### config.mk
export PLATFORM = sky130hd
export DESIGN_NAME = if_id_queue_flat
export DESIGN_NICKNAME = d
export VERILOG_FILES = /design/src/rtl/if_id_queue_if.sv /design/src/rtl/if_id_queue.sv /design/src/flat_wrapper.sv
export SDC_FILE = /design/constraint.sdc
export NUM_CORES = 1
export LEC_CHECK = 0
export ABC_CLOCK_PERIOD_IN_PS = 6400
export BUFFER_PORTS_ARGS = -buffer_cell sky130_fd_sc_hd__buf_4
export CAP_MARGIN = 20
export CORE_AREA = 2 2 256 258
export DETAILED_ROUTE_END_ITERATION = 6
export DIE_AREA = 0 0 258 260
export GPL_ROUTABILITY_DRIVEN = 0
export SETUP_SLACK_MARGIN = 0.2
export SLEW_MARGIN = 20
export SYNTH_ARGS = -nofsm -noshare
export SYNTH_HDL_FRONTEND = slang
export SYNTH_SLANG_ARGS = --single-unit
### constraint.sdc
create_clock -name clk -period 6.4 [get_ports clk]
set_clock_uncertainty 0.2 [all_clocks]
set_input_delay 0.64 -clock clk [delete_from_list [all_inputs] [get_ports clk]]
set_output_delay 0.64 -clock clk [all_outputs]
set_load 0.1 [all_outputs]
### src/rtl/if_id_queue_if.sv
// Fetch-response channel between the AXI fetch path and the IF/ID queue.
// Valid/ready handshake plus the almost-full throttle back to PC.
interface if_id_queue_if #(
  parameter int ADDR_W = 32,
  parameter int INST_W = 32,
  parameter int EXC_W  = 32
);
  logic              if_valid;
  logic [ADDR_W-1:0] if_pc;
  logic [INST_W-1:0] if_inst;
  logic [EXC_W-1:0]  if_excepttype;
  logic              if_epoch;
  logic              if_ready;
  logic              if_afull;

  modport master (
    output if_valid, if_pc, if_inst,
    output if_excepttype, if_epoch,
    input  if_ready, if_afull
  );

  modport slave (
    input  if_valid, if_pc, if_inst,
    input  if_excepttype, if_epoch,
    output if_ready, if_afull
  );
endinterface

### src/rtl/if_id_queue.sv
// DEPTH-entry IF/ID instruction queue with epoch-based wrong-path drop
// and delay-slot retention across branch redirects.
module if_id_queue #(
  parameter int DEPTH  = 4,
  parameter int AFULL  = 2,
  parameter int ADDR_W = 32,
  parameter int INST_W = 32,
  parameter int EXC_W  = 32,
  localparam int CW = $clog2(DEPTH+1),
  localparam int PW = $clog2(DEPTH)
) (
  input  logic              clk,
  input  logic              rst,
  input  logic              flush,
  input  logic              stall_id,
  if_id_queue_if.slave      fetch,
  input  logic              branch_redirect,
  input  logic              id_next_in_delay_slot,
  output logic [ADDR_W-1:0] id_pc,
  output logic [INST_W-1:0] id_inst,
  output logic [EXC_W-1:0]  id_excepttype,
  output logic              id_valid,
  output logic              id_in_delay_slot,
  output logic              stallreq_for_if,
  output logic [CW-1:0]     count
);

  typedef struct packed {
    logic [ADDR_W-1:0] pc;
    logic [INST_W-1:0] inst;
    logic [EXC_W-1:0]  exc;
    logic              ds;
  } entry_t;

  entry_t        mem_q [DEPTH];
  entry_t        id_q, id_d, head, wr_ent;
  logic          id_valid_q, id_valid_d;
  logic [PW-1:0] rd_q, rd_d, wr_q, wr_d;
  logic [CW-1:0] count_q, count_d;
  logic          epoch_q, epoch_d;
  logic          ds_pend_q, ds_pend_d;
  logic          ds_next_q, ds_next_d;

  logic full, empty, acc, pop, bypass;
  logic hold_slot, slot_wr, push, ds_eff;

  assign full   = count_q == CW'(DEPTH);
  assign empty  = count_q == '0;
  assign acc    = fetch.if_valid && !full && !flush
               && (fetch.if_epoch == epoch_q);
  assign pop    = !stall_id && !empty;
  assign bypass = !stall_id && empty && acc;

  // A redirect with a non-empty queue keeps the head as the delay slot.
  assign hold_slot = branch_redirect && !empty;
  assign slot_wr   = acc && !hold_slot
                  && (ds_pend_q || (branch_redirect && empty));
  assign push      = acc && !bypass && !hold_slot;
  assign ds_eff    = ds_next_q || id_next_in_delay_slot;

  assign head   = mem_q[rd_q];
  assign wr_ent = '{pc:   fetch.if_pc,
                    inst: fetch.if_inst,
                    exc:  fetch.if_excepttype,
                    ds:   slot_wr};

  assign fetch.if_ready  = !full;
  assign fetch.if_afull  = count_q >= CW'(DEPTH-AFULL);
  assign stallreq_for_if = empty && !acc;

  assign id_pc            = id_q.pc;
  assign id_inst          = id_q.inst;
  assign id_excepttype    = id_q.exc;
  assign id_in_delay_slot = id_q.ds;
  assign id_valid         = id_valid_q;
  assign count            = count_q;

  always_comb begin
    rd_d       = rd_q;
    wr_d       = wr_q;
    count_d    = count_q;
    epoch_d    = epoch_q;
    ds_pend_d  = ds_pend_q;
    ds_next_d  = ds_next_q;
    id_d       = id_q;
    id_valid_d = id_valid_q;
    if (flush) begin
      rd_d       = '0;
      wr_d       = '0;
      count_d    = '0;
      epoch_d    = !epoch_q;
      ds_pend_d  = 1'b0;
      ds_next_d  = 1'b0;
      id_d       = '0;
      id_valid_d = 1'b0;
    end else begin
      if (pop) rd_d = rd_q + PW'(1);
      if (hold_slot) begin
        wr_d      = rd_q + PW'(1);
        count_d   = pop ? '0 : CW'(1);
        epoch_d   = !epoch_q;
        ds_pend_d = 1'b0;
      end else begin
        if (push) wr_d = wr_q + PW'(1);
        count_d = count_q + CW'(push) - CW'(pop);
      end
      if (slot_wr) begin
        epoch_d   = !epoch_q;
        ds_pend_d = 1'b0;
      end else if (branch_redirect && empty) begin
        ds_pend_d = 1'b1;
      end
      if (!stall_id) begin
        if (pop || bypass) begin
          id_d       = pop ? head : wr_ent;
          id_d.ds    = id_d.ds | ds_eff;
          id_valid_d = 1'b1;
          ds_next_d  = 1'b0;
        end else begin
          id_d       = '0;
          id_valid_d = 1'b0;
          ds_next_d  = ds_eff;
        end
      end
    end
  end

  always_ff @(posedge clk) begin
    if (!flush && push) mem_q[wr_q] <= wr_ent;
  end

  always_ff @(posedge clk or negedge rst) begin
    if (!rst) begin
      rd_q       <= '0;
      wr_q       <= '0;
      count_q    <= '0;
      epoch_q    <= 1'b0;
      ds_pend_q  <= 1'b0;
      ds_next_q  <= 1'b0;
      id_q       <= '0;
      id_valid_q <= 1'b0;
    end else begin
      rd_q       <= rd_d;
      wr_q       <= wr_d;
      count_q    <= count_d;
      epoch_q    <= epoch_d;
      ds_pend_q  <= ds_pend_d;
      ds_next_q  <= ds_next_d;
      id_q       <= id_d;
      id_valid_q <= id_valid_d;
    end
  end

endmodule

### src/flat_wrapper.sv
// flat-port wrapper written by rule: the top's interface ports become plain ports
module if_id_queue_flat 
#(
  parameter int DEPTH  = 4,
  parameter int AFULL  = 2,
  parameter int ADDR_W = 32,
  parameter int INST_W = 32,
  parameter int EXC_W  = 32,
  localparam int CW = $clog2(DEPTH+1),
  localparam int PW = $clog2(DEPTH)
)
  (clk, rst, flush, stall_id, branch_redirect, id_next_in_delay_slot, id_pc, id_inst, id_excepttype, id_valid, id_in_delay_slot, stallreq_for_if, count, fetch_if_valid, fetch_if_pc, fetch_if_inst, fetch_if_excepttype, fetch_if_epoch, fetch_if_ready, fetch_if_afull);
  if_id_queue_if #(.ADDR_W(ADDR_W), .INST_W(INST_W), .EXC_W(EXC_W)) fetch_i ();
  input  logic clk;
  input  logic rst;
  input  logic flush;
  input  logic stall_id;
  input  logic branch_redirect;
  input  logic id_next_in_delay_slot;
  output logic [ADDR_W-1:0] id_pc;
  output logic [INST_W-1:0] id_inst;
  output logic [EXC_W-1:0] id_excepttype;
  output logic id_valid;
  output logic id_in_delay_slot;
  output logic stallreq_for_if;
  output logic [CW-1:0] count;
  input wire logic [$bits(fetch_i.if_valid)-1:0] fetch_if_valid;
  input wire logic [$bits(fetch_i.if_pc)-1:0] fetch_if_pc;
  input wire logic [$bits(fetch_i.if_inst)-1:0] fetch_if_inst;
  input wire logic [$bits(fetch_i.if_excepttype)-1:0] fetch_if_excepttype;
  input wire logic [$bits(fetch_i.if_epoch)-1:0] fetch_if_epoch;
  output wire logic [$bits(fetch_i.if_ready)-1:0] fetch_if_ready;
  output wire logic [$bits(fetch_i.if_afull)-1:0] fetch_if_afull;
  assign fetch_i.if_valid = fetch_if_valid;
  assign fetch_i.if_pc = fetch_if_pc;
  assign fetch_i.if_inst = fetch_if_inst;
  assign fetch_i.if_excepttype = fetch_if_excepttype;
  assign fetch_i.if_epoch = fetch_if_epoch;
  assign fetch_if_ready = fetch_i.if_ready;
  assign fetch_if_afull = fetch_i.if_afull;
  if_id_queue #(.DEPTH(DEPTH), .AFULL(AFULL), .ADDR_W(ADDR_W), .INST_W(INST_W), .EXC_W(EXC_W)) u_core (.clk(clk), .rst(rst), .flush(flush), .stall_id(stall_id), .fetch(fetch_i), .branch_redirect(branch_redirect), .id_next_in_delay_slot(id_next_in_delay_slot), .id_pc(id_pc), .id_inst(id_inst), .id_excepttype(id_excepttype), .id_valid(id_valid), .id_in_delay_slot(id_in_delay_slot), .stallreq_for_if(stallreq_for_if), .count(count));
endmodule
Yosys cells after proc, flatten, opt, wreduce, memory -nomap -nowiden:

Memories as Yosys holds them, arrays and structs flattened.
Cells that the tools add are included.

* add/sub/neg operators: 4
* multipliers: 0
* divide/modulo/power cells: 0
* $lt $le $gt $ge: 1
* equality and inequality tests: 3
* shift-type cells: 0
* multiplexer cells: 27
* bitwise gates (word level): 1
* reduce and logical (&&, ||, !) cells: 30

Operators with widths (number)
* $mux 97: 4
* $mux 1: 16
* $logic_and 1x1->1: 14
* $mux 2: 5
* $logic_not 1->1: 8
* $mux 3: 2
* $reduce_bool 3->1: 2
* $add 2x1->2 const B: 2
* $reduce_bool 4->1: 1
* $add 3x1->3: 1
* $eq 3x3->1 const B: 1
* $ge 3x2->1 const B: 1
* $logic_not 3->1: 1
* $logic_or 1x1->1: 3
* $sub 3x1->3: 1
* $ne 2x2->1 const B: 1
* $reduce_bool 2->1: 1
* $eq 1x1->1: 1
* $or 1x1->1: 1

* bits in registers: 108
* latch bits: 0
* memory bits (writable): 388
* memory bits (read-only): 0
* bits of input ports: 104
* output and inout bits: 104
* word-level logic and storage cells: 78
* memories kept: 1

Memories
* u_core.mem_q: words 4, width 97, rd ports 1, clocked after Yosys merged registers in 0, wr ports 1, line if_id_queue.sv:35 `entry_t mem_q [DEPTH];`

Depth between registers and ports, before layout:

Gate-level depths: netlist of run 1.

* word-level depth: 13
* mapped depth: 10
* gate-level depth less buffers: 9

Worst setup path before layout of run 1:

Ideal clock, no wire load.

* kind: reg2reg
* from: register u_core.count_q[0], in the netlist u_core.count[0]
* to: memory u_core.mem_q[1][0] (netlist name) (enable)
* setup time: 467 ps
* arrival: 4108 ps
* required time: 5733 ps
* path slack: 1625 ps
* cell stages (with the launch flop): 4
* buffers on the path: 0
* clock period less this slack: 4775 ps
* path through: dfrtp_1 or4b_4 a211oi_4 and2_1

* longest elaborated chain between the ends: 12
* elaborated cells on any way between the ends: 17
* those cells by class: eq/ne: 1; mux: 2; reduce/logical: 14

Ends and longest elaborated chain
* from (decl): line if_id_queue.sv:39 `logic [CW-1:0] count_q, count_d;`
* from (signal assigned): line if_id_queue.sv:145 `count_q <= count_d;`
* $eq 3x3->1: line if_id_queue.sv:47 `assign full = count_q == CW'(DEPTH);`
* $logic_not 1->1: line if_id_queue.sv:49 `assign acc = fetch.if_valid && !full && !flush`
* $logic_and 1x1->1 (2 in a row): line if_id_queue.sv:49
* $logic_and 1x1->1: line if_id_queue.sv:50 `&& (fetch.if_epoch == epoch_q);`
* $logic_and 1x1->1: line if_id_queue.sv:52 `assign bypass = !stall_id && empty && acc;`
* $logic_not 1->1: line if_id_queue.sv:58 `assign push = acc && !bypass && !hold_slot;`
* $logic_and 1x1->1: line if_id_queue.sv:58
* $logic_and 1x1->1 (*): line if_id_queue.sv:58
* $logic_and 1x1->1 (*): line if_id_queue.sv:129 `if (!flush && push) mem_q[wr_q] <= wr_ent;`
* $mux 1 (*): line if_id_queue.sv:129
* $mux 1 (implied by the code) (*): line if_id_queue.sv:129
* to (decl): line if_id_queue.sv:35

Mark *: on every way between the ends. The rest lies on a longest branch, timed or not.

Worst setup path after layout of run 1:

* from: register u_core.count_q[0], in the netlist u_core.count[0]
* to: memory u_core.mem_q[0][26] (netlist name) (enable)

Same word-level chain as after synthesis.

==> results of run 1 <==
==> cells by family (layout without fill, tap and decap cells) <==
family	after synthesis	in the layout	synth area share, %
xor+xnor	7	7	0.320
compound gates	112	112	3.25
simple gates	132	132	2.91
buf+inv	65	334	1.49
fa+ha+maj	8	8	0.562
mux	194	194	16.5
flops	496	496	75.0
==> sequential cells by signal, indices dropped and copies added, names as in the netlist <==
register / cells
u_core.ds_pend_q: 1
u_core.epoch_q: 1
u_core.ds_next_q: 1
u_core.mem_q: 388
u_core.id_excepttype: 32
u_core.count: 3
u_core.id_valid: 1
u_core.id_in_delay_slot: 1
u_core.id_pc: 32
u_core.id_inst: 32
u_core.wr_q: 2
u_core.rd_q: 2
==> per-layer routing <==
metal / vias up / part of all wire [%]
li1: 4419 / -
met2: 201 / 53
met3: 52 / 4.2
met5: - / 0
met4: 0 / 2.2
met1: 5141 / 40
==> metrics by stage <==
stage                     hold slack [ns]  worst slack [ns]  area [sq um]  instances  util [%]
after floorplan                     0.144              1.63         19100       1014         -
after global placement              0.263              2.90         21700       2035      33.8
after detailed placement            0.265              2.86         21700       2035      33.8
after global routing               0.0236              2.99         23500       2138      36.6
final                              0.0569              3.19         23500       2138      36.6
after CTS                         0.00522              3.11         23500       2138      36.6
==> worst max-delay path by stage <==
stage	from	to	slack (ns)	depth (start not counted)
2_1_floorplan	u_core.count[0]$_DFF_PN0_	u_core.mem_q[1][0]$_DFFE_PP_	1.63	3
3_3_place_gp	stall_id	u_core.mem_q[1][72]$_DFFE_PP_	2.90	5
5_1_grt	u_core.count[0]$_DFF_PN0_	u_core.mem_q[0][58]$_DFFE_PP_	2.99	4
4_1_cts	u_core.count[0]$_DFF_PN0_	u_core.mem_q[0][26]$_DFFE_PP_	3.11	4
3_5_place_dp	stall_id	u_core.mem_q[0][55]$_DFFE_PP_	2.86	5
6_report	u_core.count[0]$_DFF_PN0_	u_core.mem_q[0][26]$_DFFE_PP_	3.19	4
==> layout make-up <==
cell class / count / area share, %
well taps: 855 / 4.56
clock buffers: 69 / 6.21
repair buffers: 223 / 7.22
inverters: 9 / 0.144
flip-flops and latches: 496 / 61.2
multi-input cells: 453 / 19.3
clock inverters: 33 / 1.32
==> critical path, delay by kind of cell (launching register included) <==
kind	cells	cell delay (ns)
simple gates	2	1.16
buf+inv	1	0.58
flops	1	0.46
compound gates	1	0.39
==> what timing repair did <==
item / in CTS / in global routing
hold buffers: 1 / 0
hold endpoints to repair: 56 / 0
resized for setup: 0 / 0
==> placed cells by master (no fill, tap or decap), types with 4 or more instances in the layout <==
master	count
nand2_1	103
clkbuf_8	5
o21ai_0	98
dfrtp_1	106
mux4_2	97
clkinv_1	5
edfxtp_1	388
inv_1	9
xnor2_1	4
bufinv_16	4
and2_4	4
clkbuf_16	54
mux2i_1	97
nor2_1	8
buf_4	220
ha_1	7
clkinv_2	12
clkbuf_1	10
inv_6	6
==> power by group <==
group / internal (W) / switching (W)
Sequential: 0.00373 / 0.000196
Combinational: 0.000889 / 0.00186
Clock: 0.00179 / 0.00128
Total: 0.00640 / 0.00334
==> summary.md, run 1 <==
| Metric | Value |
|---|---|
| Status | `complete, no violations` |
| H-Tree Depth | `2` |
| Row count | `93` |
| Multi-input gate area | `4530 sq um` |
| Worst r2r src | `u_core.count[0]$_DFF_PN0_` |
| Final Power | `0.00974 W` |
| Final setup fails | `0` |
| Post-CTS Setup Inserts | `0` |
| Synth area leaders | `edfxtp_1 61%, dfrtp_1 14%, mux4_2 11%, mux2i_1 5.1%, o21ai_0 2.6%` |
| Reg2Reg Depth | `4` |
| Period minus WS final | `3.21 ns` |
| Clk slew on worst S/H paths | `0.06 ns` |
| Mapped Area | `19,100 sq um` |
| Post-Syn Instances | `1,014` |
| Synthesized Nets | `1,126` |
| Hold path start | `fetch_if_inst[19]` |
| Num CTS Buffers | `54` |
| Post-synth EDFFs | `388` |
| CP max-delay cell | `or4b_4` |
| Routed wire length per instance | `21.0 um` |
| GRT Residual Overflow | `0` |
| CTS Buffer Depth | `3` |
| Synth unique cells | `42` |
| WP data required | `6.42 ns` |
| Min-Delay Path Depth | `1` |
| Initial Utilization | `29.9%` |
| Most crowded layer after global routing | `met2` |
| Final antenna-violating net count | `0` |
| R2R setup slack | `3.19 ns` |
| CP max FO | `33` |
| Hold endpoint | `u_core.mem_q[1][52]$_DFFE_PP_` |
| First-pass DRT Iterations | `4` |
| Ys async rst share | `21.8%` |
| Die outline area | `67,100 sq um` |
| First-pass GRT wire length | `67,900 um` |
| Initial antenna violation count | `0` |
| Worst-Skew Late Latency | `0.59 ns` |
| Worst vdd ir | `0.257 mV` |
| Clock sink count | `496` |
| CP Capture Type | `flip-flop` |
| M3 GR Usage | `2.38%` |
| CP startpoint kind | `flip-flop` |
| Inserted Diodes | `0` |
| DRC | `0` |
| Cell Pwr Density | `415 nW/um^2` |
| Die width | `258 um` |
| Hold Crit Class | `input port to flip-flop` |
| Layout cells sized above 1 | `32.9%` |
| Largest stage delay on the critical path | `0.58 ns` |
| Final Max Tran Viols | `0` |
| Commonest cells post-synth | `388 x edfxtp_1, 108 x dfrtp_1, 103 x nand2_1` |
| Area leader, netlist | `edfxtp_1` |
| Port bufs | `207` |
| Routed vias/inst | `4.59` |
| Peak Freq | `0.311 GHz` |
| Synthesis-stage register bit count | `496` |
| R2R Path End | `u_core.mem_q[0][26]$_DFFE_PP_` |
| Ratio of final minimum period to clock period | `50.2%` |
| Leakage | `8.22 nW` |
| Rel. slew slack | `31.9%` |
| Worst slew pin tran | `1.02 ns` |
| DP HPWL | `26,200 um` |
| Root buf cell | `clkbuf_16` |
| Grt met1 use | `16.3%` |
| Area share of the largest cell type after synthesis | `60.9%` |
| Largest net degree at the start of global routing | `100` |
| Setup_tns | `0 ns` |
| Core area | `64,100 sq um` |
| Top-count cell post-synth | `edfxtp_1` |
| TritonCTS clock tree | `yes` |
| DR vias | `9,813` |
| Vias in the first global route | `10,700` |
| Ys flop type | `edfxtp_1` |
| Crit path kind | `flip-flop to flip-flop` |
| Ys Warns | `0` |
| Area growth, synth to finish | `22.5%` |
| # nets final | `1,349` |
| Avg Inst Size Synth | `18.9 sq um` |
| CP Data Arrival Time | `3.23 ns` |
| Global routing usage on met2 | `24.2%` |
| RSZ-0062 raised after global routing | `no` |
| I/O pin count | `208` |
| Die Y | `260 um` |
| Max Cap Viol | `0` |
| Endpoints failing hold | `0` |
| Register Area | `14,400 sq um` |
| Total track usage | `13.4%` |
| # fillers | `6,001` |
| Crit path cell chain | `or4b_4 -> a211oi_4 -> and2_4 -> buf_4` |
| DRT iter0 DRCs | `492` |
| Drt total wl | `44,800 um` |
| Post-synthesis sequential area ratio | `75.0%` |
No activity file was read; power rests on OpenSTA's default activity.
==> run 2: changes to the inputs <==
ABC_AREA = 1   (was default)
ABC_CLOCK_PERIOD_IN_PS = 3000   (was 6400)
CORE_AREA = 2 2 264 266   (was 2 2 256 258)
DIE_AREA = 0 0 266 268   (was 0 0 258 260)
clock period = 3 ns   (was 6.4 ns; I/O delays follow)
==> run 2 against run 1 <==
Net effect: die area rose by 6.3%; synthesized area is 6.0% higher; maximum frequency increased by 26%; sequential share of layout area decreased by 5.3 points; critical path depth is 8 higher; clock power increased by 120%; combinational power rose to 2.8 times the previous value; sequential power rose by 110%; largest power group unchanged.
==> summary.md, run 2 <==
| Metric | Value |
|---|---|
| Period minus WS final | `2.54 ns (-0.671 ns)` |
| Clk slew on worst S/H paths | `0.06 ns (about the same)` |
| RSZ-0062 raised after global routing | `no` |
| Top-count cell post-synth | `nor2_1` |
| Total track usage | `14.3% (+0.82 points)` |
| Synth area leaders | `edfxtp_1 57%, dfrtp_1 13%, nor2_1 7.4%, nand2_1 5.9%, o21ai_0 5.7%` |
| Routed vias/inst | `4.55 (-0.84%)` |
| Drt total wl | `51,100 um (+14%)` |
| Worst-Skew Late Latency | `0.58 ns (about the same)` |
| Port bufs | `207 (unchanged)` |
| Final antenna-violating net count | `0 (unchanged)` |
| Final Power | `0.0228 W (+130%)` |
| Die Y | `268 um (+3.1%)` |
| Crit path kind | `flip-flop to flip-flop` |
| Leakage | `10.1 nW (+22%)` |
| Final non-filler cell total | `3,072 (+44%)` |
| Top Layer Used | `met5` |
| Ys Warns | `0 (unchanged)` |
| Core area | `68,200 sq um (+6.4%)` |
| Layout cells sized above 1 | `15.5% (-17 points)` |
| Commonest cells post-synth | `398 x nor2_1, 388 x edfxtp_1, 320 x nand2_1` |
| Initial antenna violation count | `6 (+6)` |
| Area share of the largest cell type after synthesis | `57.4% (-3.4 points)` |
| Worst vdd ir | `0.895 mV (+250%)` |
| Largest register by flop count | `u_core.mem_q` |
| Post-synth EDFFs | `388 (unchanged)` |
| Vias in the first global route | `14,000 (+30%)` |
| Post-synthesis sequential area ratio | `70.8% (-4.2 points)` |
| CP Capture Type | `flip-flop` |
| TritonCTS clock tree | `yes` |
| DR WL met2 | `24,400 um (+2.5%)` |
| Area leader, netlist | `edfxtp_1` |
| Clock sink count | `496 (unchanged)` |
| Initial Utilization | `29.7% (-0.13 points)` |
| Placement Cell Area | `22,900 sq um (+5.7%)` |
| Largest net degree at the start of global routing | `194 (+94%)` |
| Internal | `0.0140 W (+120%)` |
| Sequential power share | `37.0% (-3.3 points)` |
| Row count | `96 (+3.2%)` |
| Commonest non-fill, non-tap cell in the layout | `nor2_1` |
| DP HPWL | `30,600 um (+17%)` |
| Ratio of final minimum period to clock period | `84.8% (+35 points)` |
| Commonest cells after routing, fill and taps aside | `393 x nor2_1, 388 x edfxtp_1, 316 x nand2_1, 231 x o21ai_0, 215 x buf_4` |
| CTS Buffer Depth | `3 (unchanged)` |
| First-pass GRT wire length | `80,200 um (+18%)` |
| WP data required | `3.26 ns (-3.16 ns)` |
| Max reg flops | `388 (unchanged)` |
| Comb power frac | `33.9% (+5.6 points)` |
| Placed Cells | `2,874 (+41%)` |
| CP Data Arrival Time | `2.80 ns (-0.43 ns)` |
| Final Max Tran Viols | `0 (unchanged)` |
| Final setup fails | `0 (unchanged)` |
| Post-Syn Instances | `1,862 (+84%)` |
| Switching Fraction | `38.7% (+4.4 points)` |
| DRT iter0 DRCs | `1,067 (+120%)` |
| Switching Power | `0.00881 W (+160%)` |
| I/O pin count | `208 (unchanged)` |
| Ys flop type | `edfxtp_1` |
| Die width | `266 um (+3.1%)` |
| Cell Pwr Density | `887 nW/um^2 (+110%)` |
| Ys async rst share | `21.8% (unchanged)` |
| Post-CTS Setup Inserts | `0 (unchanged)` |
| First-pass DRT Iterations | `5 (+1)` |
| CP max FO | `8 (-76%)` |
| Hold Crit Class | `input port to flip-flop` |
| GRT Residual Overflow | `0 (unchanged)` |
| Worst slew pin tran | `0.953 ns (-0.0694 ns)` |
| M1 wire length | `23,900 um (+32%)` |
| CP startpoint kind | `flip-flop` |
| Mapped Area | `20,300 sq um (+6.0%)` |
| Num CTS Buffers | `51 (-5.6%)` |
| H-Tree Depth | `2 (unchanged)` |
| Routed wire length per instance | `16.6 um (-21%)` |
| Clk network pwr share | `29.2% (-2.3 points)` |
| Synthesized Nets | `1,974 (+75%)` |
| Die outline area | `71,300 sq um (+6.3%)` |
| Synth unique cells | `26 (-38%)` |
| # fillers | `6,546 (+9.1%)` |
| Max Cap Viol | `0 (unchanged)` |
| Area growth, synth to finish | `26.7%` |
| Endpoints failing hold | `0 (unchanged)` |
| Synthesis-stage register bit count | `496 (unchanged)` |
| Status | `complete, no violations` |
| Avg Inst Size Synth | `10.9 sq um (-42%)` |
| Root buf cell | `clkbuf_16` |
| Final instance area | `25,700 sq um (+9.6%)` |
| Met3 WL | `1950 um (+2.6%)` |
| # nets final | `2,258 (+67%)` |
| DRC | `0 (unchanged)` |
| Rel. slew slack | `36.5% (+4.6 points)` |
| Peak Freq | `0.393 GHz (+26%)` |
| DR vias | `14,000 (+42%)` |
| R2R setup slack | `0.46 ns (-2.73 ns)` |
## run 2: cell types whose count changed after synthesis, moves of 5 or more
cell      before  now
buf_1          1    7
nand2_1      103  320
o21ai_1        1   60
o21ai_0       98  231
clkbuf_2       1    6
clkbuf_1      26   34
buf_6          0    9
mux4_2        97    0
nand3_1        1  104
mux2i_1       97    0
inv_1          9  122
buf_4          2   20
nor2_1         8  398
## run 2: logic make-up after synthesis
kind of cell / share of synthesized area (%)
buffers and inverters: 5.17
AO/OA/AOI/OAI: 7.30
flip-flops: 70.8
adder cells (fa/ha/maj): 0.530
AND/OR/NAND/NOR: 16.2
XOR/XNOR: 0.0864
## run 2: worst max-delay path: stages (launching register included)
cell and delay [ns]:
dfrtp_4 0.51, nor2_4 0.19, nand2_2 0.10, nand2_2 0.12, inv_2 0.07, nor2_2 0.17
nand2_4 0.14, inv_1 0.10, ha_1 0.15, inv_1 0.06, fa_1 0.41, xnor2_1 0.14
nor2_1 0.06
## run 2: final cells by class
cell class	instances	area, sq um	area share, %
flip-flops and latches	496	14400	55.9
multi-input cells	1136	4950	19.3
repair buffers	336	3030	11.8
clock buffers	70	1410	5.48
well taps	882	1100	4.29
inverters	125	478	1.86
clock inverters	25	360	1.40
diodes	2	5.00	0.0195
## run 2: metrics by stage
stage	setup TNS, ns	hold slack, ns	utilization, %	worst slack, ns
2_1_floorplan	-175.07	-0.196	-	-0.467
3_3_place_gp	0	0.268	33.6	0.476
3_5_place_dp	0	0.274	33.6	0.443
4_1_cts	0	0.00163	37.7	0.440
5_1_grt	0	0.0671	37.7	0.313
6_report	0	0.0410	37.7	0.457
## run 2: worst paths after layout
check,start,endpoint,cells past startpoint
max in group asynchronous,rst,u_core.id_excepttype[16]$_DFFE_PN0P_,3
min,fetch_if_epoch,u_core.id_in_delay_slot$_DFFE_PN0P_,8
min in group asynchronous,rst,u_core.id_pc[27]$_DFFE_PN0P_,2
max,u_core.count[1]$_DFF_PN0_,u_core.count[2]$_DFF_PN0_,12
max reg2reg,u_core.count[1]$_DFF_PN0_,u_core.count[2]$_DFF_PN0_,12
min reg2reg,u_core.ds_next_q$_DFFE_PN0P_,u_core.ds_next_q$_DFFE_PN0P_,2
## run 2: routing by layer
layer / global-route usage (%) / vias to the layer above
li1: - / 6801
met1: 19.4 / 6816
met2: 23.9 / 279
met3: 2.30 / 79
met4: 3.49 / 6
met5: 0 / -
## run 2: power by group through the flow
stage | clock, W | combinational (W) | sequential, W
after detailed placement | 0 | 0.00771 | 0.00857
after global placement | 0 | 0.00761 | 0.00855
after global routing | 0.00707 | 0.00844 | 0.00849
after CTS | 0.00681 | 0.00784 | 0.00843
final | 0.00665 | 0.00772 | 0.00843
after floorplan | 0 | 0.00361 | 0.0106
## run 2: timing repair
item                                   CTS  global route
endpoints found under the hold margin  553             0
resized for setup                        0             0
hold buffers                           101             0
==> run 3: changes to the inputs <==
ABC_AREA = 0   (was 1)
ABC_CLOCK_PERIOD_IN_PS = 2340   (was 3000)
CORE_AREA = 2 2 256 258   (was 2 2 264 266)
DIE_AREA = 0 0 258 260   (was 0 0 266 268)
clock period = 2.34 ns   (was 3 ns; I/O delays follow)
==> run 3 against run 2 <==
Net effect: the run now ends with setup timing left; sequential cell count unchanged; sequential power grew 26%; register-to-register slack lost 0.70 ns; combinational power up 27%; global-route usage rose by 0.42 points; first-iteration DRC count is 35% lower; count of clock-buffer cells in the layout is 7 lower; die area down 5.9%; critical path depth down 4; largest cell class unchanged; via count is 21% lower; largest power group unchanged; highest routed layer unchanged; maximum frequency is 1.4% lower.
==> summary.md, run 3 (synthesized netlist as in run 1, its figures left out) <==
| Metric | Value |
|---|---|
| Final setup fails | `391 (+391)` |
| Layout cells sized above 1 | `38.3% (+23 points)` |
| CP max FO | `7 (-1)` |
| Largest net degree at the start of global routing | `72 (-63%)` |
| Period minus WS final | `2.58 ns (+0.0372 ns)` |
| Peak Freq | `0.388 GHz (-1.4%)` |
| Reg2Reg Depth | `8 (-4)` |
| R2R Path End | `u_core.mem_q[3][59]$_DFFE_PP_` |
| Commonest non-fill, non-tap cell in the layout | `edfxtp_1` |
| Die Y | `260 um (-3.0%)` |
| Final WS setup | `-0.240 ns (-0.697 ns)` |
| GRT Residual Overflow | `0 (unchanged)` |
| Area growth, synth to finish | `43.8%` |
| Hold path start | `fetch_if_epoch` |
| DRT iter0 DRCs | `693 (-35%)` |
| Failing checks | `setup timing` |
| Hold endpoint | `u_core.ds_pend_q$_DFFE_PN0P_` |
| Crit path kind | `flip-flop to flip-flop` |
| Final Max Tran Viols | `0 (unchanged)` |
| CTS Buffer Depth | `3 (unchanged)` |
| Crit path from | `u_core.count[2]$_DFF_PN0_` |
| Clk slew on worst S/H paths | `0.06 ns (about the same)` |
| Grt met1 use | `18.7% (-0.68 points)` |
| Cell Pwr Density | `1060 nW/um^2 (+19%)` |
| Worst-Skew Late Latency | `0.59 ns (about the same)` |
| Row count | `93 (-3.1%)` |
| Vias in the first global route | `11,500 (-18%)` |
| Status | `complete, but fails checks` |
| Max reg flops | `388 (unchanged)` |
| Worst slew pin tran | `0.482 ns (-0.471 ns)` |
| DRC | `0 (unchanged)` |
| Final Power | `0.0292 W (+28%)` |
| DP HPWL | `27,800 um (-9.0%)` |
| # nets final | `1,578 (-30%)` |
| Die outline area | `67,100 sq um (-5.9%)` |
| Hold Crit Class | `input port to flip-flop` |
| Port bufs | `207 (unchanged)` |
| H-Tree Depth | `2 (unchanged)` |
| Initial Utilization | `29.9% (+0.13 points)` |
| I/O pin count | `208 (unchanged)` |
| Largest register by flop count | `u_core.mem_q` |
| Final instance area | `27,500 sq um (+7.1%)` |
| R2R setup slack | `-0.24 ns (-0.70 ns)` |
| Initial antenna violation count | `4 (-2)` |
| WP data required | `2.46 ns (-0.80 ns)` |
| Setup_tns | `-64.66 ns (-64.66 ns)` |
| Commonest cells after routing, fill and taps aside | `388 x edfxtp_1, 216 x buf_4, 103 x dlygate4sd3_1, 103 x dfrtp_1, 102 x nand2_1` |
| CP Data Arrival Time | `2.70 ns (-0.10 ns)` |
| Drt total wl | `52,700 um (+3.0%)` |
| Worst vdd ir | `0.757 mV (-15%)` |
| Ratio of final minimum period to clock period | `110% (+25 points)` |
| CP startpoint kind | `flip-flop` |
| Num CTS Buffers | `53 (+3.9%)` |
| M3 GR Usage | `2.47% (+0.17 points)` |
| Total track usage | `14.7% (+0.42 points)` |
| Core area | `64,100 sq um (-6.0%)` |
| Routed vias/inst | `4.66 (+2.3%)` |
| Rel. slew slack | `67.9% (+31 points)` |
| Min-Delay Path Depth | `5 (-3)` |
| RSZ-0062 raised after global routing | `yes` |
| Die width | `258 um (-3.0%)` |
| Most crowded layer after global routing | `met2` |
| Max Cap Viol | `0 (unchanged)` |
| Placement Cell Area | `22,300 sq um (-2.8%)` |
| Endpoints failing hold | `0 (unchanged)` |
| Worst r2r src | `u_core.count[2]$_DFF_PN0_` |
| TritonCTS clock tree | `yes` |
| Global routing usage on met2 | `25.6% (+1.7 points)` |
| Routed wire length per instance | `22.2 um (+34%)` |
| Final antenna-violating net count | `0 (unchanged)` |
| First-pass DRT Iterations | `7 (+2)` |
| CP Capture Type | `flip-flop` |
| Clock sink count | `496 (unchanged)` |
| DR vias | `11,000 (-21%)` |
| Util after Layout | `42.9% (+5.3 points)` |
| Placement Setup Slack | `-0.0993 ns (-0.542 ns)` |
| First-pass GRT wire length | `73,500 um (-8.3%)` |
| Root buf cell | `clkbuf_16` |
| Leakage | `9.92 nW (-1.4%)` |
-- run 3: report_power, final --
group | total [W] | internal [W] | leakage [nW] | switching [W]
sequential | 0.0106 | 0.0102 | 4.95 | 0.000341
combinational | 0.00984 | 0.00386 | 4.07 | 0.00598
clock | 0.00877 | 0.00522 | 0.888 | 0.00355
total | 0.0292 | 0.0193 | 9.92 | 0.00987
-- run 3: worst max-delay path by stage --
stage	endpoint	slack (ns)	cells past startpoint
after floorplan	u_core.mem_q[0][0]$_DFFE_PP_	-0.61	3
after global placement	u_core.count[2]$_DFF_PN0_	-0.15	11
after detailed placement	u_core.mem_q[2][56]$_DFFE_PP_	-0.1	5
after CTS	stallreq_for_if	-0.24	6
after global routing	stallreq_for_if	-0.29	6
final	u_core.mem_q[3][59]$_DFFE_PP_	-0.24	8
-- run 3: routing by layer --
layer | routed length, um | share of wire, % | vias to the layer above
li1 | - | - | 4904
met1 | 22100 | 42 | 5749
met2 | 27200 | 52 | 301
met3 | 2290 | 4.3 | 67
met4 | 1060 | 2.0 | 4
met5 | 27 | 0.051 | -
-- run 3: final cells by class --
type,instances,area (sq um)
clock buffer,63,1410
fill,5618,36600
timing repair buffer,453,5530
tap,855,1070
sequential,496,14400
multi-input combinational,453,4670
inverter,9,36.3
clock inverter,37,443
antenna,1,2.50
-- run 3: timing repair --
action / 4_1_cts / 5_1_grt
endpoints found under the hold margin: 603 / 0
hold buffers: 105 / 0
pin swaps: 6 / 4
buffers inserted: 35 / 13
gates cloned: 25 / 22
endpoints found under the setup margin: 476 / 488
resized for setup: 62 / 94
-- run 3: worst max-delay path, stage by stage (launching register included) --
cell and delay [ns]:
dfrtp_4 0.48, buf_6 0.12, or4b_4 0.49, a211oi_4 0.24
buf_6 0.15, and2_4 0.17, buf_12 0.17, buf_12 0.13
clkbuf_16 0.15
-- run 3: through the flow --
step	hold slack, ns	instances
global route	0.106	2367
finish	0.0941	2367
CTS	0.0241	2331
floorplan	-0.262	1014
detailed placement	-0.0000816	2066
global placement	-0.00229	2066
